### config.mk
export PLATFORM = sky130hd
export DESIGN_NAME = lc3b_mem_sequencer
export DESIGN_NICKNAME = d
export VERILOG_FILES = /design/src/rtl/lc3b_mem_sequencer.sv
export SDC_FILE = /design/constraint.sdc
export NUM_CORES = 1
export LEC_CHECK = 0
export CAP_MARGIN = 20
export CELL_PAD_IN_SITES_DETAIL_PLACEMENT = 2
export CELL_PAD_IN_SITES_GLOBAL_PLACEMENT = 2
export CORE_AREA = 2 2 105 107
export CTS_BUF_LIST = sky130_fd_sc_hd__clkbuf_8
export DETAILED_ROUTE_END_ITERATION = 6
export DIE_AREA = 0 0 107 109
export DONT_BUFFER_PORTS = 1
export GPL_ROUTABILITY_DRIVEN = 0
export GPL_TIMING_DRIVEN = 0
export PLACE_DENSITY = 0.81
export SYNTH_ARGS = -nofsm -noshare
export SYNTH_HDL_FRONTEND = slang
export SYNTH_SLANG_ARGS = --single-unit
### constraint.sdc
create_clock -name clk -period 5.2 [get_ports clk]
set_input_delay 1.04 -clock clk [delete_from_list [all_inputs] [get_ports clk]]
set_output_delay 1.04 -clock clk [all_outputs]
set_load 0.1 [all_outputs]
### src/rtl/lc3b_mem_sequencer.sv
// lc3b_mem_sequencer
//
// Multi-cycle memory-access sequencer for the LC-3b datapath. Runs LDR, STR,
// LDB, STB, LDI and STI against a single-port handshake memory, including
// byte-lane steering and the pointer read for indirect accesses. Any other
// opcode completes immediately with no memory traffic.
//
// Optional feature: define LC3B_MEM_TIMEOUT_EN to abort an access after
// TIMEOUT_CYCLES cycles without mem_resp (done and err pulse together).
// Without the macro the block waits indefinitely and err is tied low.
//
// Parameters:
//   TIMEOUT_CYCLES  cycles to wait for mem_resp (1..255), timeout build only
// Ports:
//   clk, reset_n            clock (rising edge), async active-low reset
//   start, opcode, addr,    request pulse plus operands, sampled in IDLE
//   store_data
//   busy, done, err         status: not idle / completion pulse / abort pulse
//   load_data               load result, held until the next load completes
//   mem_address, mem_read,  memory request, held until mem_resp
//   mem_write, mem_wdata,
//   mem_wmask
//   mem_rdata, mem_resp     memory read data / completion
module lc3b_mem_sequencer #(
  parameter int unsigned TIMEOUT_CYCLES = 255
) (
  input  logic        clk,
  input  logic        reset_n,
  input  logic        start,
  input  logic [3:0]  opcode,
  input  logic [15:0] addr,
  input  logic [15:0] store_data,
  output logic        busy,
  output logic        done,
  output logic        err,
  output logic [15:0] load_data,
  output logic [15:0] mem_address,
  output logic        mem_read,
  output logic        mem_write,
  output logic [15:0] mem_wdata,
  output logic [1:0]  mem_wmask,
  input  logic [15:0] mem_rdata,
  input  logic        mem_resp
);

  localparam logic [1:0] S_IDLE   = 2'd0;
  localparam logic [1:0] S_PTR    = 2'd1;
  localparam logic [1:0] S_ACCESS = 2'd2;
  localparam logic [1:0] S_DONE   = 2'd3;

  localparam logic [3:0] OP_LDB = 4'b0010;
  localparam logic [3:0] OP_STB = 4'b0011;
  localparam logic [3:0] OP_LDR = 4'b0110;
  localparam logic [3:0] OP_STR = 4'b0111;
  localparam logic [3:0] OP_LDI = 4'b1010;
  localparam logic [3:0] OP_STI = 4'b1011;

  logic [1:0]  state;
  logic [3:0]  op_q;
  logic        addr_lsb_q;
  logic [15:0] sdata_q;
  logic [15:0] ptr_q;

  logic [3:0]  req_op;
  logic [15:0] req_ea;
  logic [15:0] req_sd;
  logic        req_byte;
  logic        req_store;
  logic [15:0] req_addr;
  logic [15:0] req_wdata;
  logic [1:0]  req_wmask;

  logic        start_indirect;
  logic        start_direct;
  logic        outstanding;
  logic        issue_now;
  logic        timeout_hit;
  logic        abort;
  logic        load_op;
  logic [15:0] ld_value;

  assign start_indirect = (opcode == OP_LDI) || (opcode == OP_STI);
  assign start_direct   = (opcode == OP_LDR) || (opcode == OP_STR) ||
                          (opcode == OP_LDB) || (opcode == OP_STB);
  assign outstanding    = mem_read || mem_write;
  assign issue_now      = ((state == S_IDLE) && start && (start_direct || start_indirect)) ||
                          ((state == S_ACCESS) && !outstanding);
  assign abort          = outstanding && !mem_resp && timeout_hit;

  // Final-access request fields. In IDLE they come straight from the inputs
  // (direct access issued on the start edge); afterwards from the captured
  // operands with the pointer as effective address (indirect second access).
  always_comb begin
    req_op = op_q;
    req_ea = ptr_q;
    req_sd = sdata_q;
    if (state == S_IDLE) begin
      req_op = opcode;
      req_ea = addr;
      req_sd = store_data;
    end
    req_byte  = (req_op == OP_LDB) || (req_op == OP_STB);
    req_store = (req_op == OP_STB) || (req_op == OP_STR) || (req_op == OP_STI);
    req_addr  = req_byte ? req_ea : {req_ea[15:1], 1'b0};
    req_wdata = '0;
    req_wmask = '0;
    if (req_store) begin
      if (req_byte) begin
        req_wdata = {req_sd[7:0], req_sd[7:0]};
        req_wmask = req_ea[0] ? 2'b10 : 2'b01;
      end else begin
        req_wdata = req_sd;
        req_wmask = 2'b11;
      end
    end
  end

  assign load_op  = (op_q == OP_LDB) || (op_q == OP_LDR) || (op_q == OP_LDI);
  assign ld_value = (op_q == OP_LDB) ?
                    {8'h00, (addr_lsb_q ? mem_rdata[15:8] : mem_rdata[7:0])} :
                    mem_rdata;

  always_ff @(posedge clk or negedge reset_n) begin
    if (!reset_n) begin
      state       <= S_IDLE;
      op_q        <= '0;
      addr_lsb_q  <= 1'b0;
      sdata_q     <= '0;
      ptr_q       <= '0;
      busy        <= 1'b0;
      done        <= 1'b0;
      load_data   <= '0;
      mem_address <= '0;
      mem_read    <= 1'b0;
      mem_write   <= 1'b0;
      mem_wdata   <= '0;
      mem_wmask   <= '0;
    end else begin
      done <= 1'b0;
      case (state)
        S_IDLE: begin
          if (start) begin
            op_q       <= opcode;
            addr_lsb_q <= addr[0];
            sdata_q    <= store_data;
            busy       <= 1'b1;
            if (start_indirect) begin
              state       <= S_PTR;
              mem_read    <= 1'b1;
              mem_write   <= 1'b0;
              mem_address <= {addr[15:1], 1'b0};
              mem_wdata   <= '0;
              mem_wmask   <= '0;
            end else if (start_direct) begin
              state       <= S_ACCESS;
              mem_read    <= !req_store;
              mem_write   <= req_store;
              mem_address <= req_addr;
              mem_wdata   <= req_wdata;
              mem_wmask   <= req_wmask;
            end else begin
              state <= S_DONE;
              done  <= 1'b1;
            end
          end
        end

        S_PTR: begin
          if (mem_resp) begin
            // Strobes go low for one cycle; ACCESS issues from ptr_q next.
            ptr_q       <= mem_rdata;
            state       <= S_ACCESS;
            mem_read    <= 1'b0;
            mem_address <= '0;
          end else if (abort) begin
            state       <= S_DONE;
            done        <= 1'b1;
            mem_read    <= 1'b0;
            mem_address <= '0;
          end
        end

        S_ACCESS: begin
          if (!outstanding) begin
            mem_read    <= !req_store;
            mem_write   <= req_store;
            mem_address <= req_addr;
            mem_wdata   <= req_wdata;
            mem_wmask   <= req_wmask;
          end else if (mem_resp || abort) begin
            if (mem_resp && load_op) begin
              load_data <= ld_value;
            end
            state       <= S_DONE;
            done        <= 1'b1;
            mem_read    <= 1'b0;
            mem_write   <= 1'b0;
            mem_address <= '0;
            mem_wdata   <= '0;
            mem_wmask   <= '0;
          end
        end

        default: begin
          state <= S_IDLE;
          busy  <= 1'b0;
        end
      endcase
    end
  end

`ifdef LC3B_MEM_TIMEOUT_EN
  localparam logic [7:0] TO_LAST = 8'(TIMEOUT_CYCLES - 1);

  logic [7:0] wait_cnt;
  logic       err_q;

  // wait_cnt holds the number of completed waiting cycles of the current
  // request, so the abort fires on the edge that ends cycle TIMEOUT_CYCLES.
  always_ff @(posedge clk or negedge reset_n) begin
    if (!reset_n) begin
      wait_cnt <= '0;
      err_q    <= 1'b0;
    end else begin
      err_q <= abort;
      if (issue_now) begin
        wait_cnt <= '0;
      end else if (outstanding && !mem_resp) begin
        wait_cnt <= wait_cnt + 8'd1;
      end
    end
  end

  assign timeout_hit = (wait_cnt == TO_LAST);
  assign err         = err_q;
`else
  // TIMEOUT_CYCLES has no effect in this build.
  logic unused_timeout;
  assign unused_timeout = (TIMEOUT_CYCLES == 0) || issue_now;
  assign timeout_hit    = 1'b0;
  assign err            = 1'b0;
`endif

endmodule
==> flow_summary.json <==
{
  "yosysUniqueCellTypes": 43,
  "initial_core_util_pct": 42.8,
  "core-area_um2": 10600,
  "fmax_mhz": 367,
  "grt_use_total_pct": 24.4,
  "cts.root.buffer_cell": "clkbuf_8",
  "grt_pass1_wl_um": 21400,
  "finalMaxSlewViolations": 0,
  "post_cts_buffers": 0,
  "postCtsResizedCells": 0,
  "synthTopCellsByArea": "dfrtp_1, mux2_2, nand2_1",
  "syn2layout_area_growth_pct": 8.79,
  "drcViolationCount": 0,
  "endpoint_kind": "flip-flop",
  "rows": 38,
  "yosys_warnings": 0,
  "ctsLongestPathBuffers": 2,
  "synth_compound_area_share_pct": 16.8,
  "clock-sinks": 93,
  "yosys.area.top_type": "dfrtp_1",
  "drt_wl_total_um": 13400,
  "cts_htree_levels": 3,
  "crit_type": "flip-flop to flip-flop",
  "drt_first_pass_iters": 4,
  "io_pins": 111,
  "yosys_register_bits": 93,
  "maxCapViolations": 0,
  "min_period_over_period_pct": 52.4,
  "dr_total_vias": 3372,
  "synth_edf_count": 0,
  "cts_tree": "done",
  "outcome": "finished clean",
  "synth-simple-area-share_pct": 13.1,
  "die-height_um": 109,
  "overflow": 0,
  "syn-instance-count": 427,
  "dieArea_um2": 11700,
  "cts_hold_buf": 0,
  "syn_nets": 487,
  "crit_top_cell": "nand3_1",
  "period_minus_slack_ns": 2.72,
  "drive_above_1_share_pct": 19.4,
  "rsz0062_at_grt": "false",
  "synth-adder-area-share_pct": 1.10,
  "syn_area_per_cell_um2": 10.6,
  "synth_xor_area_share_pct": 0,
  "worstSetupStartpointType": "flip-flop",
  "cts_buffers": 9,
  "hold_slack_ns": 0.338,
  "drt_iter0_markers": 110,
  "dpl.hpwl_um": 9730,
  "crit_fanout": 8,
  "critPathArrivalTime_ns": 3.04,
  "diodes": 0,
  "critPathMaxStageDelay_ns": 1.03,
  "crit_slowest_cell": "dfrtp_1",
  "via_per_inst": 5.78,
  "setup_viol": 0,
  "worst_pin_slew_ns": 1.03,
  "antenna_left": 0,
  "synth_area_um2": 4540,
  "grt_pass1_vias": 3895,
  "wire_per_inst_um": 23.0,
  "io_buffers": 0,
  "synth_top_family_by_area": "compound AO/OA/AOI/OAI gates",
  "fin_setup_tns_ns": 0,
  "antenna_found_initial": 0,
  "path_clk_slew_ns": 0.11,
  "hold_viol": 0,
  "grt_max_degree": 94,
  "synth_top_area_share_pct": 51.3,
  "synth_flop_cell": "dfrtp_1",
  "synth-async-reset-ratio_pct": 100,
  "die_w_um": 107,
  "crit_chain": "or2_1 -> buf_2 -> nand3_1 -> a211oi_2 -> nand3_1 -> nand2_1",
  "max-slew-margin-rel_pct": 31.5,
  "yosysSeqAreaShare_pct": 51.3,
  "insertion_delay_ns": 0.38,
  "skew_ns": 0.0237,
  "required_ns": 5.51,
  "synthMuxAreaShare_pct": 14.0,
  "fin_nets": 498,
  "min_path_type": "primary input to async pin"
}
[cells in the mapped netlist (2+ instances only)]
| library cell | number |
|---|---|
| or2_1 | 2 |
| o21ai_0 | 38 |
| buf_6 | 2 |
| o2bb2ai_1 | 10 |
| nor2_1 | 14 |
| dfrtp_1 | 93 |
| buf_2 | 14 |
| a22o_1 | 9 |
| a21oi_1 | 4 |
| a32oi_1 | 5 |
| nand3b_1 | 4 |
| o211ai_1 | 8 |
| a211oi_1 | 4 |
| and3b_1 | 4 |
| mux2i_1 | 24 |
| nand2_1 | 82 |
| buf_4 | 3 |
| a21o_1 | 8 |
| nand3_1 | 10 |
| or3_1 | 2 |
| nor3b_2 | 2 |
| mux2_2 | 35 |
| nor3b_1 | 3 |
| a221oi_1 | 4 |
| a211o_1 | 3 |
| o21ai_2 | 9 |
| ha_1 | 4 |
| clkbuf_1 | 8 |
| inv_1 | 5 |
[path summary, 6_finish.rpt]
kind,slack [ns],cells after the start,endpoint,from
worst max register to register,2.48,6,load_data[11]$_DFFE_PN0P_,mem_write$_DFFE_PN0P_
worst max-delay path,2.48,6,load_data[11]$_DFFE_PN0P_,mem_write$_DFFE_PN0P_
min in group clk,0.52,1,ptr_q[15]$_DFFE_PN0P_,ptr_q[15]$_DFFE_PN0P_
worst min-delay path,0.34,0,mem_wdata[6]$_DFFE_PN0P_,reset_n
max in group asynchronous,4.72,0,mem_address[4]$_DFFE_PN0P_,reset_n
worst min register to register,0.52,1,ptr_q[15]$_DFFE_PN0P_,ptr_q[15]$_DFFE_PN0P_
[placed cells by master, fill, tap and decap left out, drive strengths merged]
| cell | synthesis | routed |
|---|---|---|
| a211o | 3 | 3 |
| a211oi | 5 | 5 |
| a21boi | 2 | 2 |
| a21o | 8 | 8 |
| a21oi | 4 | 4 |
| a221oi | 4 | 4 |
| a22o | 9 | 9 |
| a31oi | 1 | 1 |
| a32oi | 5 | 5 |
| and3b | 4 | 4 |
| and4bb | 1 | 1 |
| buf | 20 | 20 |
| bufinv | 0 | 1 |
| clkbuf | 8 | 20 |
| conb | 1 | 1 |
| dfrtp | 93 | 93 |
| ha | 4 | 4 |
| inv | 5 | 8 |
| mux2 | 35 | 35 |
| mux2i | 24 | 24 |
| nand2 | 82 | 82 |
| nand2b | 1 | 1 |
| nand3 | 10 | 10 |
| nand3b | 4 | 4 |
| nor2 | 14 | 14 |
| nor3 | 2 | 2 |
| nor3b | 5 | 5 |
| o211ai | 8 | 8 |
| o21ai | 48 | 48 |
| o22a | 1 | 1 |
| o2bb2ai | 10 | 10 |
| or2 | 4 | 4 |
| or3 | 2 | 2 |
[per-layer routing]
layer / GRT usage (%) / up-vias / part of all wire [%]
met4: 9.55 / 0 / 2.0
li1: - / 1535 / -
met3: 5.80 / 14 / 5.9
met2: 43.7 / 88 / 52
met5: 0 / - / 0
met1: 28.2 / 1735 / 40
[worst max-delay path: cells and delay by family, from the launching register on]
family,cells,cell delay (ns)
flops,1,1.03
simple gates,4,0.78
compound gates,1,0.68
buf+inv,1,0.19
[cell type report]
type / instances / area [um^2]
clock buffers: 12 / 165
multi-input cells: 301 / 2040
plain buffers: 28 / 149
fillers: 1129 / 5660
well taps: 140 / 175
flip-flops and latches: 93 / 2330
clock inverters: 4 / 58.8
inverters: 5 / 18.8
[sequential cells by signal (all words and copies together), names as in the netlist, 2 cells and up]
name	flops
load_data	16
mem_address	16
mem_wdata	16
ptr_q	16
sdata_q	16
op_q	4
mem_wmask	2
state	2
[logic make-up after synthesis]
logic type               count (synthesis)
adder cells (fa/ha/maj)                  4
other                                    1
buffers and inverters                   33
AND/OR/NAND/NOR                        129
AO/OA/AOI/OAI                          108
multiplexers                            59
flip-flops                              93
[metrics by stage]
stage / worst slack (ns) / instance area (um^2) / util, % / cells
floorplan: 2.96 / 4540 / - / 427
global placement: 2.51 / 4710 / 44.5 / 567
detailed placement: 2.46 / 4710 / 44.5 / 567
CTS: 2.41 / 4940 / 46.6 / 583
global route: 2.33 / 4940 / 46.6 / 583
finish: 2.48 / 4940 / 46.6 / 583
Power is not shown: default switching activity piles up to over one toggle a cycle in this logic, so the estimate is an artifact.
